File: config.mk
export PLATFORM = sky130hd
export DESIGN_NAME = sdrx_frame
export DESIGN_NICKNAME = d
export VERILOG_FILES = /design/src/rtl/sdrx_frame.sv
export SDC_FILE = /design/constraint.sdc
export NUM_CORES = 1
export LEC_CHECK = 0
export ABC_AREA = 1
export BUFFER_PORTS_ARGS = -buffer_cell sky130_fd_sc_hd__buf_2
export CAP_MARGIN = 10
export CELL_PAD_IN_SITES_DETAIL_PLACEMENT = 2
export CELL_PAD_IN_SITES_GLOBAL_PLACEMENT = 2
export CORE_ASPECT_RATIO = 0.5
export CORE_UTILIZATION = 29
export DETAILED_ROUTE_END_ITERATION = 7
export GPL_TIMING_DRIVEN = 0
export PLACE_DENSITY_LB_ADDON = 0.2
export RECOVER_POWER = 100
export SETUP_SLACK_MARGIN = 0.3
export SYNTH_ARGS = -nofsm -noshare
export SYNTH_HDL_FRONTEND = slang
export SYNTH_SLANG_ARGS = --single-unit
File: constraint.sdc
create_clock -name i_clk -period 3.11 [get_ports i_clk]
set_clock_uncertainty 0.15 [all_clocks]
set_input_delay 0.622 -clock i_clk [delete_from_list [all_inputs] [get_ports i_clk]]
set_output_delay 0.622 -clock i_clk [all_outputs]
set_load 0.1 [all_outputs]
File: src/rtl/sdrx_frame.sv
// sdrx_frame: hunts for the start bit in 8:1 SERDES sample words and captures one SD command
// response frame (48 or 136 bits). CRC7 check is present only when SDRX_FRAME_CRC_EN is defined.
module sdrx_frame #(
    parameter int unsigned LGTIMEOUT = 10
) (
    input  logic         i_clk,
    input  logic         i_reset,
    input  logic [7:0]   i_wide,
    input  logic [7:0]   i_sample_mask,
    input  logic         i_request,
    input  logic         i_long,
    input  logic         i_crc_en,
    output logic         o_busy,
    output logic         o_done,
    output logic         o_timeout,
    output logic         o_crc_err,
    output logic         o_stop_err,
    output logic [135:0] o_resp
);

    typedef enum logic [1:0] {StIdle, StWaitStart, StReceive, StDone} state_e;

    state_e                 state_q, state_d;
    logic                   busy_q, busy_d;
    logic                   done_q, done_d;
    logic                   timeout_q, timeout_d;
    logic                   stop_err_q, stop_err_d;
    logic [135:0]           resp_q, resp_d;
    logic [135:0]           sr_q, sr_d;
    logic [7:0]             cnt_q, cnt_d;
    logic [LGTIMEOUT-1:0]   tmo_q, tmo_d;
    logic                   long_q, long_d;

`ifdef SDRX_FRAME_CRC_EN
    logic                   crc_en_q, crc_en_d;
    logic [6:0]             crc_q, crc_d;
    logic                   crc_err_q, crc_err_d;
    logic                   in_crc;
    logic                   fb;
`else
    logic                   unused_crc_en;
    assign unused_crc_en = i_crc_en;
`endif

    // samp[1]/samp_vld[1] is the earliest honoured sample, samp[0] the second one
    logic [1:0]             samp, samp_vld;
    logic                   bit_v, frame_on, fin;
    logic [7:0]             last_idx;

    always_comb begin
        samp     = 2'b00;
        samp_vld = 2'b00;
        for (int i = 7; i >= 0; i--) begin
            if (i_sample_mask[i]) begin
                if (!samp_vld[1]) begin
                    samp_vld[1] = 1'b1;
                    samp[1]     = i_wide[i];
                end else if (!samp_vld[0]) begin
                    samp_vld[0] = 1'b1;
                    samp[0]     = i_wide[i];
                end
            end
        end
    end

    always_comb begin
        state_d    = state_q;
        busy_d     = busy_q;
        done_d     = 1'b0;
        timeout_d  = timeout_q;
        stop_err_d = stop_err_q;
        resp_d     = resp_q;
        sr_d       = sr_q;
        cnt_d      = cnt_q;
        tmo_d      = tmo_q;
        long_d     = long_q;
`ifdef SDRX_FRAME_CRC_EN
        crc_en_d   = crc_en_q;
        crc_d      = crc_q;
        crc_err_d  = crc_err_q;
        in_crc     = 1'b0;
        fb         = 1'b0;
`endif
        bit_v      = 1'b0;
        frame_on   = 1'b0;
        fin        = 1'b0;
        last_idx   = long_q ? 8'd135 : 8'd47;

        case (state_q)
            StIdle: begin
                if (i_request) begin
                    state_d    = StWaitStart;
                    busy_d     = 1'b1;
                    long_d     = i_long;
                    sr_d       = '0;
                    cnt_d      = '0;
                    tmo_d      = '0;
                    resp_d     = '0;
                    timeout_d  = 1'b0;
                    stop_err_d = 1'b0;
`ifdef SDRX_FRAME_CRC_EN
                    crc_en_d   = i_crc_en;
                    crc_d      = '0;
                    crc_err_d  = 1'b0;
`endif
                end
            end
            StWaitStart, StReceive: begin
                frame_on = (state_q == StReceive);
                for (int k = 1; k >= 0; k--) begin
                    if (samp_vld[k] && !fin) begin
                        bit_v = samp[k];
                        // While hunting, leading ones are dropped; the first zero opens the frame
                        if (frame_on || !bit_v) begin
                            frame_on = 1'b1;
`ifdef SDRX_FRAME_CRC_EN
                            in_crc = long_q ? (cnt_d >= 8'd8 && cnt_d < 8'd128)
                                            : (cnt_d < 8'd40);
                            fb     = bit_v ^ crc_d[6];
                            if (in_crc) begin
                                crc_d = {crc_d[5:0], 1'b0} ^ (fb ? 7'h09 : 7'h00);
                            end
`endif
                            sr_d  = {sr_d[134:0], bit_v};
                            fin   = (cnt_d == last_idx);
                            cnt_d = cnt_d + 8'd1;
                        end
                    end
                end
                if (fin) begin
                    state_d = StDone;
                end else if (state_q == StWaitStart) begin
                    if (frame_on) begin
                        state_d = StReceive;
                    end else if (tmo_q == {LGTIMEOUT{1'b1}}) begin
                        state_d   = StIdle;
                        busy_d    = 1'b0;
                        done_d    = 1'b1;
                        timeout_d = 1'b1;
                    end else begin
                        tmo_d = tmo_q + {{(LGTIMEOUT-1){1'b0}}, 1'b1};
                    end
                end
            end
            StDone: begin
                state_d    = StIdle;
                busy_d     = 1'b0;
                done_d     = 1'b1;
                resp_d     = sr_q;
                stop_err_d = ~sr_q[0];
`ifdef SDRX_FRAME_CRC_EN
                crc_err_d  = crc_en_q && (crc_q != sr_q[7:1]);
`endif
            end
            default: state_d = StIdle;
        endcase
    end

    always_ff @(posedge i_clk) begin
        if (i_reset) begin
            state_q    <= StIdle;
            busy_q     <= 1'b0;
            done_q     <= 1'b0;
            timeout_q  <= 1'b0;
            stop_err_q <= 1'b0;
            resp_q     <= '0;
            sr_q       <= '0;
            cnt_q      <= '0;
            tmo_q      <= '0;
            long_q     <= 1'b0;
`ifdef SDRX_FRAME_CRC_EN
            crc_en_q   <= 1'b0;
            crc_q      <= '0;
            crc_err_q  <= 1'b0;
`endif
        end else begin
            state_q    <= state_d;
            busy_q     <= busy_d;
            done_q     <= done_d;
            timeout_q  <= timeout_d;
            stop_err_q <= stop_err_d;
            resp_q     <= resp_d;
            sr_q       <= sr_d;
            cnt_q      <= cnt_d;
            tmo_q      <= tmo_d;
            long_q     <= long_d;
`ifdef SDRX_FRAME_CRC_EN
            crc_en_q   <= crc_en_d;
            crc_q      <= crc_d;
            crc_err_q  <= crc_err_d;
`endif
        end
    end

    assign o_busy     = busy_q;
    assign o_done     = done_q;
    assign o_timeout  = timeout_q;
    assign o_stop_err = stop_err_q;
    assign o_resp     = resp_q;
`ifdef SDRX_FRAME_CRC_EN
    assign o_crc_err  = crc_err_q;
`else
    assign o_crc_err  = 1'b0;
`endif

endmodule

# Yosys cells after proc, flatten, opt, wreduce, memory -nomap -nowiden

Cells that the tools add are included.

Reduce and logical (&&, ||, !) cells: 17
Bitwise gates (word level): 1
Divide/modulo/power cells: 0
Multiply operators: 0
Shifts and indexed selects: 0
Eq/ne operators: 14
Muxes and demuxes: 101
$lt $le $gt $ge: 0
Add/subtract/negate cells: 3

Operator list:

| kind                                          | count |
|---|---|
| two-way mux 136 bit                           | 5 |
| one-hot mux 136 bit (2 select lines)          | 2 |
| two-way mux 8 bit                             | 7 |
| two-way mux 1 bit                             | 54 |
| two-way mux 10 bit                            | 5 |
| two-way mux 2 bit                             | 21 |
| one-hot mux 10 bit (2 select lines)           | 1 |
| adder 8 x 1 -> 8 bit, second input constant   | 2 |
| == test 8 bit                                 | 2 |
| one-hot mux 8 bit (2 select lines)            | 1 |
| != test 2 bit, second input constant          | 6 |
| AND reduction 6 bit                           | 2 |
| adder 10 x 1 -> 10 bit, second input constant | 1 |
| == test 10 bit, second input constant         | 1 |
| one-hot mux 1 bit (2 select lines)            | 3 |
| one-hot mux 2 bit (3 select lines)            | 1 |
| AND reduction 2 bit                           | 3 |
| AND reduction 5 bit                           | 1 |
| == test 2 bit, second input constant          | 2 |
| != test 4 bit, second input constant          | 1 |
| nonzero test 2 bit                            | 2 |
| zero test 1 bit                               | 3 |
| != test 3 bit, second input constant          | 1 |
| one-hot mux 1 bit (3 select lines)            | 1 |
| other kinds (7)                               | 8 |

Output and inout port bits: 141
Memories kept: 0
RAM bits: 0
Register bits after elaboration: 297
Latch bits: 0
Bits of input ports: 21
ROM bits: 0

# Longest topological paths before layout

Gate-level depths: netlist of the first run.

Word-level depth: 35
Gate-level depth with buffers: 27
Depth with buffers taken out: 25

# Worst setup path after synthesis of the first run

Ideal clock, no wire load.

Path kind: input-to-reg
Start point: input port i_sample_mask[5]
End point: register timeout_q (netlist: o_timeout)
Cell stages on the path: 23
Data required time: 2.842 ns
Path slack: -0.058 ns
Arrival: 2.900 ns
Cell sequence: inv_1 nand4_4 nor2_4 nand3_1 nand2_1 inv_2 nand2_4 nand3_4 buf_6 nand2_4 buf_6 xor2_4 ha_1 inv_1 nor2_4 nand2_2 nor2_2 nand3_2 nand3_2 nand2_2 buf_6 a21oi_1 nor2_1

Word-level cells in the longest chain between the ends: 23

RTL lines:

| what                              | line | text |
|---|---|---|
| start: declaration                | 9    | `input logic [7:0] i_sample_mask,` |
| two-way mux 2 bit                 | 54   | `if (i_sample_mask[i]) begin` |
| two-way mux 1 bit                 | 58   | `end else if (!samp_vld[0]) begin` |
| two-way mux 1 bit                 | 55   | `if (!samp_vld[1]) begin` |
| two-way mux 2 bit                 | 54   |  |
| two-way mux 1 bit                 | 58   |  |
| two-way mux 1 bit                 | 55   |  |
| two-way mux 2 bit                 | 54   |  |
| two-way mux 1 bit                 | 58   |  |
| [... 7 more ...]                  | -    |  |
| two-way mux 2 bit                 | 54   |  |
| zero test 1 bit                   | 114  | `if (frame_on \|\| !bit_v) begin` |
| logical OR 1 bit                  | 114  |  |
| two-way mux 1 bit                 | 114  |  |
| two-way mux 1 bit                 | 111  | `if (samp_vld[k] && !fin) begin` |
| two-way mux 1 bit                 | 89   | `case (state_q)` |
| != test 2 bit (no line)           | -    |  |
| AND reduction 6 bit (no line) (*) | -    |  |
| end signal: assignment            | 180  | `timeout_q <= timeout_d;` |
| end: declaration                  | 26   | `logic timeout_q, timeout_d;` |

Every way passes the cells marked *; elsewhere a longest branch is shown, timed or not. The select of a mux whose other input is x is not followed.
A chain may end at the register's enable or synchronous reset.

# Final worst setup path of the first run

Start point: register state_q[0]
End point: register sr_q[113]

Word-level cells in the longest chain between the ends: 9

RTL lines:

| what                                                     | line     | text |
|---|---|---|
| start: declaration                                       | 23       | `state_e state_q, state_d;` |
| start signal: assignment                                 | 161      | `state_q <= StIdle;` |
| start signal: assignment                                 | 177      | `state_q <= state_d;` |
| == test 2 bit                                            | 89, 109  |  |
| logical OR 1 bit                                         | 114      |  |
| two-way mux 1 bit                                        | 114      |  |
| two-way mux 1 bit                                        | 111      |  |
| two-way mux 1 bit                                        | 89       |  |
| logical OR 1 bit or zero test 1 bit (tied branches)      | 114, 111 |  |
| two-way mux 136 bit or logical AND 1 bit (tied branches) | 114, 111 |  |
| two-way mux 136 bit                                      | 111      |  |
| one-hot mux 136 bit (2 select lines)                     | 89       |  |
| end signal: assignment                                   | 183      | `sr_q <= sr_d;` |
| end: declaration                                         | 29       | `logic [135:0] sr_q, sr_d;` |

Parallel ways exist; a longest one is shown, timed or not. The select of a mux whose other input is x is not followed.

==> summary.txt, run 1 <==
Synth
  – Primary FF master, synth: dfxtp_1
  – Count leader, synth: nand2_1
  – Complex-gate fraction of the synthesized area: 0.1510
  – Area of the mapped netlist: 0.01510 mm²
  – Xor-xnor portion of the synthesized cell area: 0.005305
  – Synthesized netlist net count: roughly 2300
  – Top-area cell type share of the netlist area: 0.3939
  – Post-synth EDFFs: 0
  – Synth top cells by count: 638 x nand2_1, 454 x nand3_1, 298 x a21oi_1
  – Multiplexer share of the synthesized area: 0
  – Synth Area in Adders: 0.005802
  – Syn Inst Count: between 2000 and 2500
  – Synth Area per Inst: 6.512 µm²
  – Synth async-reset ratio: 0
  – Synth Area in Simple Gates: 0.3447
  – Largest family of logic cells by synthesized area: simple AND/OR/NAND/NOR gates
  – Synth Register Bits: just under 300
  – Post-synthesis sequential area ratio: 0.3939
  – Top cells by area, synth: dfxtp_1 39%, nand2_1 16%, nand3_1 15%, a21oi_1 9.9%, o21ai_0 4.9%
  – Post-synth cell types: 38
  – Ys Warns: 0
  – Post-synth top area cell: dfxtp_1

Clocking
  – Clock slew at reported path FFs: approximately 0.070 ns
  – H-Tree Level Count: 2
  – Clk sinks: ~300
  – Clock Tree Buf Depth: 3
  – Worst-Skew Late Latency: around 0.54 ns
  – CTS Buf Count: 34
  – Clock root cell: clkbuf_16
  – CTS tree: yes

Finish
  – Layout cell share with drive strength beyond 1: 0.09624
  – Fin util: 0.3591
  – Fin area: ~0.018 mm²
  – Finished Layout Cells: 3247
  – Synth-to-Final Area Change: 20.84%
  – # fillers: approximately 6200
  – Final net count: 2560

Routing
  – Residual DRC: 0
  – Wirelength per Cell: approximately 18 µm
  – Vias per std cell: 5.069
  – Total iterations of the first detailed-routing run: 5
  – Post-Route WL: around 59 mm
  – Initial DRC count: between 700 and 800
  – Antenna viol nets, final: 0
  – Vias: ~16000

Worst setup path
  – CP required: around 3.4 ns
  – Crit-path slowest cell: clkbuf_2
  – Crit-path max cell delay: around 0.36 ns
  – Reg-to-reg startpoint: state_q[0]
  – FF-to-FF End: sr_q[113]
  – Most used cell, CP: inv_1
  – R2R cell count: 11
  – CP Data Arrival Time: 3.34 ns
  – Worst Path Buf+Inv: 6
  – Crit-path cells: inv_1 -> ha_1 -> inv_1 -> nor2_1 -> inv_1 -> o21ai_2 -> clkbuf_8 -> clkbuf_2 -> clkbuf_2 -> nand2_1 -> a21oi_1
  – Crit Path Max Fanout: 10
  – Crit. End Element: register
  – Startpoint Class: register
  – Stages on worst setup path: 11
  – Crit-path leading delay family: buffers and inverters
  – Flop-to-flop setup slack: between 0.07 and 0.08 ns
  – Crit Path Class: reg -> reg

Outcome
  – Status: completed

Global route
  – Largest net degree at the start of global routing: 14
  – Number of global-route vias before repair: 17100
  – Tot GR Track Use: 0.2144
  – Global routing usage on met3: 0.03255
  – GR Util met2: 0.3750
  – Grt total ovfl: 0
  – M1 GR Usage: 0.2765
  – Initial antenna violation count: 1
  – GRT Max-Usage Layer: met2
  – First-pass GRT wire length: between 90 and 100 mm

Power and ir drop
  – Power per Cell Area: roughly 760 mW/mm²
  – VDD IR-drop max: approximately 330 µV
  – Leakage: 6.665 nW

Timing
  – Final worst path period share: 0.9751
  – Final Hold Viols: 0
  – Post-Route Setup TNS: 0 ns
  – Final setup fails: 0
  – Max_slew headroom: 0.1462
  – Max Slew Vio Count: 0
  – Unrepaired setup endpoints after global routing: true
  – Minimum clock period: 3.032 ns
  – Max Clk Rate: between 0.3 and 0.4 GHz
  – Worst Max-Slew Pin Slew: around 1.3 ns

Hold path
  – Hold_sp: i_long
  – Worst hold path type: in -> reg
  – Hold Path Sink: long_q
  – Hold Path Cell Cnt: 3

Floorplan
  – # rows: just under 60
  – Die area: about 0.053 mm²
  – Die H: 163.3 µm
  – Starting Density: 0.2972
  – Core area: around 0.05 mm²
  – DIE WIDTH: between 300 and 400 µm
  – I/O pin cnt: ~160

Placement
  – IO buf count: 159
  – Post-DP Area: 0.01676 mm²
  – HPWL after DPL: approximately 40 mm
  – Final weighted congestion of routability-driven global placement: roughly 0.80
  – Placed cells: roughly 3200

Run
  – Max_cap viols: 0
-- logic make-up after synthesis --
| kind of cell | count (synthesis) |
|---|---|
| compound gates | 452 |
| xor+xnor | 7 |
| fa+ha+maj | 7 |
| buf+inv | 373 |
| flops | 297 |
| other cells | 1 |
| simple gates | 1181 |
-- final cells by class --
| cell class | instances | area, µm² | area share |
|---|---|---|---|
| Multi-Input combinational cell | 1648 | 7845 | 0.4301 |
| Sequential cell | 297 | 5946 | 0.3259 |
| Clock buffer | 50 | 1002 | 0.05494 |
| Buffer | 190 | 991.0 | 0.05432 |
| Tap cell | 690 | 863.3 | 0.04733 |
| Timing Repair Buffer | 178 | 788.3 | 0.04321 |
| Inverter | 183 | 693.2 | 0.03800 |
| Clock inverter | 10 | 110.1 | 0.006036 |
| Antenna cell | 1 | 2.502 | 0.0001372 |
-- stage by stage --
step	hold slack [ns]	power [mW]	setup slack, ns
final	0.2880	13.90	0.07751
after global routing	0.2854	14.78	0.007923
after CTS	0.2490	13.80	0.2094
after detailed placement	0.3269	9.302	-0.7804
after global placement	0.3219	9.187	-0.6429
after floorplan	0.3043	7.704	-0.03374
-- worst max-delay path by stage --
| stage | end | slack (ns) | start |
|---|---|---|---|
| floorplan | o_timeout | -0.03 | i_sample_mask[6] |
| detailed placement | sr_q[48] | -0.78 | i_sample_mask[6] |
| CTS | tmo_q[1] | 0.21 | i_sample_mask[7] |
| finish | sr_q[113] | 0.08 | state_q[0] |
| global placement | sr_q[67] | -0.64 | i_sample_mask[6] |
| global route | sr_q[114] | 0.008 | state_q[0] |
-- tightest hold or removal path: stages --
cell	delay, ns
buf_2	0.11
o21ai_0	0.08
a21oi_1	0.12
-- layer usage --
| metal | part of all wire | up-vias |
|---|---|---|
| li1 | - | 8070 |
| met1 | 0.47 | 8140 |
| met2 | 0.47 | 177 |
| met3 | 0.032 | 71 |
| met4 | 0.020 | 0 |
| met5 | 0 | - |
-- placed cells by master, fill, tap and decap left out, types with 8 or more instances in the layout --
| master | instances |
|---|---|
| a21oi_1 | 297 |
| buf_1 | 13 |
| buf_2 | 37 |
| buf_4 | 32 |
| buf_6 | 8 |
| clkbuf_1 | 242 |
| clkbuf_16 | 35 |
| clkbuf_2 | 25 |
| clkbuf_4 | 11 |
| clkbuf_8 | 8 |
| dfxtp_1 | 297 |
| inv_1 | 174 |
| nand2_1 | 632 |
| nand2_2 | 9 |
| nand3_1 | 449 |
| nand3_2 | 10 |
| nand4_1 | 10 |
| nor2_1 | 39 |
| nor3_1 | 8 |
| o21ai_0 | 38 |
| o21ai_1 | 91 |
| o21ai_2 | 19 |
-- report_power, final --
part | leakage, nW | internal, mW | total [mW] | switching [mW]
registers | 2.40 | 4.18 | 4.61 | 0.429
logic | 3.72 | 1.46 | 5.10 | 3.65
clock network | 0.548 | 2.41 | 4.19 | 1.78
-- state kept, by name, summed over array words and instances (netlist names) --
signal / count
o_busy: 1
long_q: 1
cnt_q: 8
tmo_q: 10
o_timeout: 1
o_resp: 136
o_stop_err: 1
o_done: 1
state_q: 2
sr_q: 136
-- repair_timing --
action	CTS	global route
pin swaps	14	8
gates cloned	1	0
hold buffers	0	0
resized for setup	90	191
endpoints found under the setup margin	278	185
setup buffers	12	6
Note: power is estimated with default switching activity, not from simulation.
==> run 2: changes to the inputs <==
- CORE_UTILIZATION: 29 -> 32
- SETUP_SLACK_MARGIN: 0.3 -> 0.05
- clock period: 3.11 -> 2.9 ns (I/O delays scaled with it)
==> run 2 against run 1 <==
  * Sequential cell count unchanged
  * Sequential share of layout area rose by 0.43 points
  * Cell area fell by 1.3%
  * Total power grew 4.0%
  * Non-clock buffer count increased by 2
  * Die area is 9.3% lower
  * Critical path type is now in -> reg
  * Critical endpoint is now o_timeout
==> summary.txt, run 2 (same netlist as run 1, synthesis figures left out) <==
Outcome
  – Status: completed

Finish
  – Final net count: roughly 2600
  – Most frequent cells in the layout: 633 x nand2_1, 441 x nand3_1, 297 x dfxtp_1
  – Commonest non-fill, non-tap cell in the layout: nand2_1
  – Synth-to-Final Area Change: 19.27%
  – # fillers: around 5700
  – Layout cell share with drive strength beyond 1: 0.09319

Timing
  – Worst Max-Slew Pin Slew: 1.282 ns
  – Final setup fails: 0
  – Final Hold Viols: 0
  – Max Clk Rate: 0.3468 GHz
  – Max_slew headroom: 0.1493
  – Post-Route Setup TNS: 0 ns
  – Max Slew Vio Count: 0
  – Final worst path period share: 0.9943
  – Unrepaired setup endpoints after global routing: true
  – Minimum clock period: about 2.9 ns

Floorplan
  – I/O pin cnt: ~160
  – Die H: 155.6 µm
  – DIE WIDTH: between 300 and 400 µm
  – Starting Density: 0.3294
  – Die area: 0.04810 mm²
  – # rows: 55
  – Core area: roughly 0.046 mm²

Worst setup path
  – CP Data Arrival Time: about 3.2 ns
  – CP required: 3.22 ns
  – Crit. End Element: register
  – Startpoint Class: input port
  – Reg-to-reg startpoint: state_q[0]
  – Crit Path Max Fanout: 6
  – Crit Path Class: in -> reg
  – Critical Path Start: i_sample_mask[6]

Clocking
  – CTS Buf Count: 30
  – Worst-Skew Late Latency: 0.59 ns
  – CTS tree: yes
  – Clock slew at reported path FFs: ~0.070 ns
  – Clock Tree Buf Depth: 3
  – Hold_buf cts: 0
  – H-Tree Level Count: 1
  – Clk sinks: ~300
  – Clock root cell: clkbuf_16

Routing
  – Vias: ~17000
  – Antenna viol nets, final: 0
  – Residual DRC: 0
  – Wirelength per Cell: between 15 and 20 µm
  – Initial DRC count: 706
  – Total iterations of the first detailed-routing run: 4
  – Post-Route WL: a little under 60 mm
  – Vias per std cell: ~5.2

Global route
  – Grt total ovfl: 0
  – Largest net degree at the start of global routing: 16
  – First-pass GRT wire length: ~93 mm
  – Tot GR Track Use: 0.2373
  – Number of global-route vias before repair: approximately 18000
  – Initial antenna violation count: 2

Placement
  – HPWL after DPL: approximately 40 mm
  – IO buf count: 159
  – Final weighted congestion of routability-driven global placement: roughly 0.8

Hold path
  – Hold_sp: i_long
  – Worst hold path type: in -> reg

Power and ir drop
  – Leakage: 6.548 nW
  – VDD IR-drop max: 435.9 µV
  – Power per Cell Area: 802.9 mW/mm²
  – Final Power: between 10 and 15 mW

Run
  – Max_cap viols: 0
run 2: cell types whose count changed in the layout (fill, tap and decap cells not counted), moves of 3 or more:
| cell | change |
|---|---|
| a21oi_1 | -8 |
| a21oi_2 | +7 |
| buf_2 | +24 |
| buf_4 | -8 |
| buf_8 | -3 |
| clkbuf_16 | -5 |
| clkbuf_2 | -12 |
| nand3_1 | -8 |
| nand3_2 | +7 |
| o21ai_0 | +105 |
| o21ai_1 | -87 |
| o21ai_2 | -18 |
run 2: per-layer routing:
metal  global-route usage  up-vias  share of wire
met5                    0        -              0
met3              0.03260       79          0.026
met1               0.3042     8297           0.47
met4              0.05893        0          0.022
met2               0.4192      183           0.48
li1                     -     8042              -
run 2: stage by stage:
stage	hold WS [ns]	cell area (µm²)	util	setup slack (ns)	instances
floorplan	0.3043	15100	-	-0.2017	2318
global placement	0.3211	16680	0.3639	-0.8344	3104
detailed placement	0.3263	16680	0.3639	-0.9108	3104
CTS	0.1716	17940	0.3914	0.03867	3174
global route	0.1939	18000	0.3928	-0.1272	3182
finish	0.1781	18000	0.3928	0.01652	3183
run 2: final timing paths:
check	endpoint	slack, ns	cells after the start
hold reg to reg	o_busy	0.34	2
hold / removal	long_q	0.18	3
setup reg to reg	o_timeout	0.05	19
setup / recovery	o_timeout	0.02	25
run 2: area by class of cell:
| type | instances | area, µm² | area share |
|---|---|---|---|
| diodes | 2 | 5.005 | 0.0002780 |
| repair buffers | 181 | 810.8 | 0.04503 |
| well taps | 627 | 784.5 | 0.04357 |
| plain buffers | 189 | 892.1 | 0.04955 |
| multi-input cells | 1648 | 7844 | 0.4356 |
| flip-flops and latches | 297 | 5946 | 0.3302 |
| clock buffers | 43 | 869.6 | 0.04830 |
| inverters | 183 | 693.2 | 0.03850 |
| clock inverters | 13 | 160.2 | 0.008895 |
run 2: repair_timing:
item / CTS / global route
resized for setup: 47 / 63
cloned: 1 / 0
setup buffers: 13 / 9
setup endpoints to repair: 266 / 162
pin swaps: 10 / 26
run 2: worst max-delay path, cell delays in order:
cell	delay [ns]
buf_8	0.10
nor2_4	0.17
nand4_4	0.15
nor2_4	0.16
nand2_1	0.07
nand2_1	0.06
inv_1	0.04
nand2_2	0.08
nand2_4	0.07
nand3_4	0.07
buf_8	0.11
nand2_4	0.05
buf_12	0.15
xor2_4	0.18
ha_4	0.17
inv_4	0.04
nor2_4	0.11
nand2_2	0.07
nor2_2	0.11
nand3_2	0.11
nand3_2	0.11
nand2_4	0.11
buf_6	0.16
a21oi_2	0.12
nor2_1	0.04
run 2: where the power goes:
| group | switching (mW) | total [mW] | leakage (nW) | internal [mW] |
|---|---|---|---|---|
| Clock | 1.81 | 4.16 | 0.504 | 2.36 |
| Sequential | 0.435 | 4.91 | 2.40 | 4.48 |
| Combinational | 3.90 | 5.38 | 3.64 | 1.48 |
==> run 3: changes to the inputs <==
- PLACE_DENSITY_LB_ADDON: 0.2 -> 0.1
==> run 3 against run 2 <==
  * Utilization rose by 0.43 points
  * Cell area up 1.1%
  * Global-route usage up 0.14 points
  * Hold slack better by 0.056 ns
  * Sequential cell count stayed put
  * Clock power grew 4%
  * Fmax hardly changed
  * Via count shrank 0.48%
  * Critical endpoint is now cnt_q[4]
  * Largest cell class unchanged
  * Largest power group unchanged
  * Highest routed layer unchanged
==> summary.txt, run 3 (same netlist as run 1, synthesis figures left out) <==
Outcome
  – Status: completed

Timing
  – Final worst path period share: 0.9934
  – Unrepaired setup endpoints after global routing: true
  – Final setup fails: 0
  – Max Clk Rate: roughly 0.35 GHz
  – Minimum clock period: 2.881 ns
  – Post-Route Setup TNS: 0 ns
  – Final Hold Viols: 0
  – Hold slack final: ~0.23 ns
  – Worst Max-Slew Pin Slew: between 1 and 1.5 ns
  – Max Slew Vio Count: 0
  – Max_slew headroom: 0.1462

Hold path
  – Hold Path Cell Cnt: 3
  – Worst hold path type: in -> reg

Worst setup path
  – R2R cell count: 10
  – CP required: about 3.2 ns
  – CP Data Arrival Time: roughly 3.2 ns
  – Crit Path Class: reg -> reg
  – Crit Path Max Fanout: 10
  – Startpoint Class: register
  – Crit. End Element: register

Global route
  – Number of global-route vias before repair: around 17000
  – Largest net degree at the start of global routing: 14
  – Tot GR Track Use: 0.2387
  – Grt total ovfl: 0
  – Initial antenna violation count: 0
  – First-pass GRT wire length: just over 90 mm

Floorplan
  – Die area: 0.04810 mm²
  – # rows: 55
  – I/O pin cnt: ~160
  – DIE WIDTH: 309.2 µm
  – Core area: around 0.046 mm²
  – Starting Density: 0.3294
  – Die H: between 150 and 200 µm

Routing
  – Antenna viol nets, final: 0
  – Residual DRC: 0
  – Initial DRC count: 600
  – Total iterations of the first detailed-routing run: 5
  – Vias per std cell: 5.181
  – Vias: approximately 17000
  – Wirelength per Cell: 18.35 µm
  – Post-Route WL: approximately 59 mm

Power and ir drop
  – Power per Cell Area: roughly 810 mW/mm²
  – Final Power: around 15 mW
  – VDD IR-drop max: between 400 and 500 µV
  – Leakage: around 6.7 nW

Clocking
  – Clock root cell: clkbuf_16
  – Clock Tree Buf Depth: 3
  – Worst-Skew Late Latency: ~0.53 ns
  – CTS tree: yes
  – CTS Buf Count: 34
  – Clock slew at reported path FFs: around 0.060 ns
  – H-Tree Level Count: 2
  – Hold_buf cts: 0
  – Clk sinks: just under 300

Finish
  – Synth-to-Final Area Change: 20.58%
  – Final net count: 2567
  – Finished Layout Cells: about 3200
  – ANT cells: 0
  – Layout cell share with drive strength beyond 1: 0.09485
  – Commonest non-fill, non-tap cell in the layout: nand2_1
  – Most frequent cells in the layout: 634 x nand2_1, 443 x nand3_1, 297 x dfxtp_1

Placement
  – HPWL after DPL: a little over 40 mm
  – Final weighted congestion of routability-driven global placement: roughly 0.82
  – IO buf count: between 150 and 200
  – Placed cells: about 3100

Run
  – Max_cap viols: 0
-- run 3: worst max-delay path: stages (launching register included) --
cell and delay (ns):
dfxtp_1 0.34, inv_1 0.10, ha_1 0.32, inv_1 0.15
nor2_1 0.27, inv_1 0.18, o21ai_2 0.16, clkbuf_8 0.26
clkbuf_1 0.51, nand2_1 0.15, a21oi_1 0.20
-- run 3: final cells by class --
type / count / area [µm²]
Buffer: 189 / 1031
Multi-Input combinational cell: 1648 / 7839
Tap cell: 627 / 784.5
Clock inverter: 8 / 71.32
Inverter: 183 / 690.7
Fill cell: 5680 / 27630
Sequential cell: 297 / 5946
Timing Repair Buffer: 186 / 844.6
Clock buffer: 51 / 996.0
-- run 3: layer usage --
metal | vias to the layer above | wire [µm] | GRT usage
met4 | 0 | 915 | 0.04361
met1 | 8236 | 27780 | 0.3143
met3 | 61 | 1554 | 0.02961
li1 | 8059 | - | -
met2 | 166 | 28260 | 0.4206
met5 | - | 0 | 0
-- run 3: stage by stage --
stage,setup WS [ns],util,cell area (µm²)
floorplan,-0.2017,-,15100
global placement,-0.8576,0.3639,16680
detailed placement,-0.8684,0.3643,16690
CTS,0.02186,0.3943,18070
global route,-0.1376,0.3972,18200
finish,0.01909,0.3972,18200
-- run 3: worst paths after layout --
path	slack, ns	start	to
worst max register to register	0.02	state_q[0]	cnt_q[4]
worst min-delay path	0.23	i_long	long_q
worst max-delay path	0.02	state_q[0]	cnt_q[4]
worst min register to register	0.33	o_resp[131]	o_resp[131]
-- run 3: timing repair --
action                     CTS  global route
resized for setup           63           115
pin swaps                   15            21
setup endpoints to repair  268           212
cloned                       1             0
setup buffers               17             8
-- run 3: where the power goes --
| part | switching [mW] | total [mW] | internal (mW) |
|---|---|---|---|
| logic | 3.91 | 5.48 | 1.56 |
| registers | 0.442 | 4.92 | 4.48 |
| clock network | 1.84 | 4.31 | 2.46 |
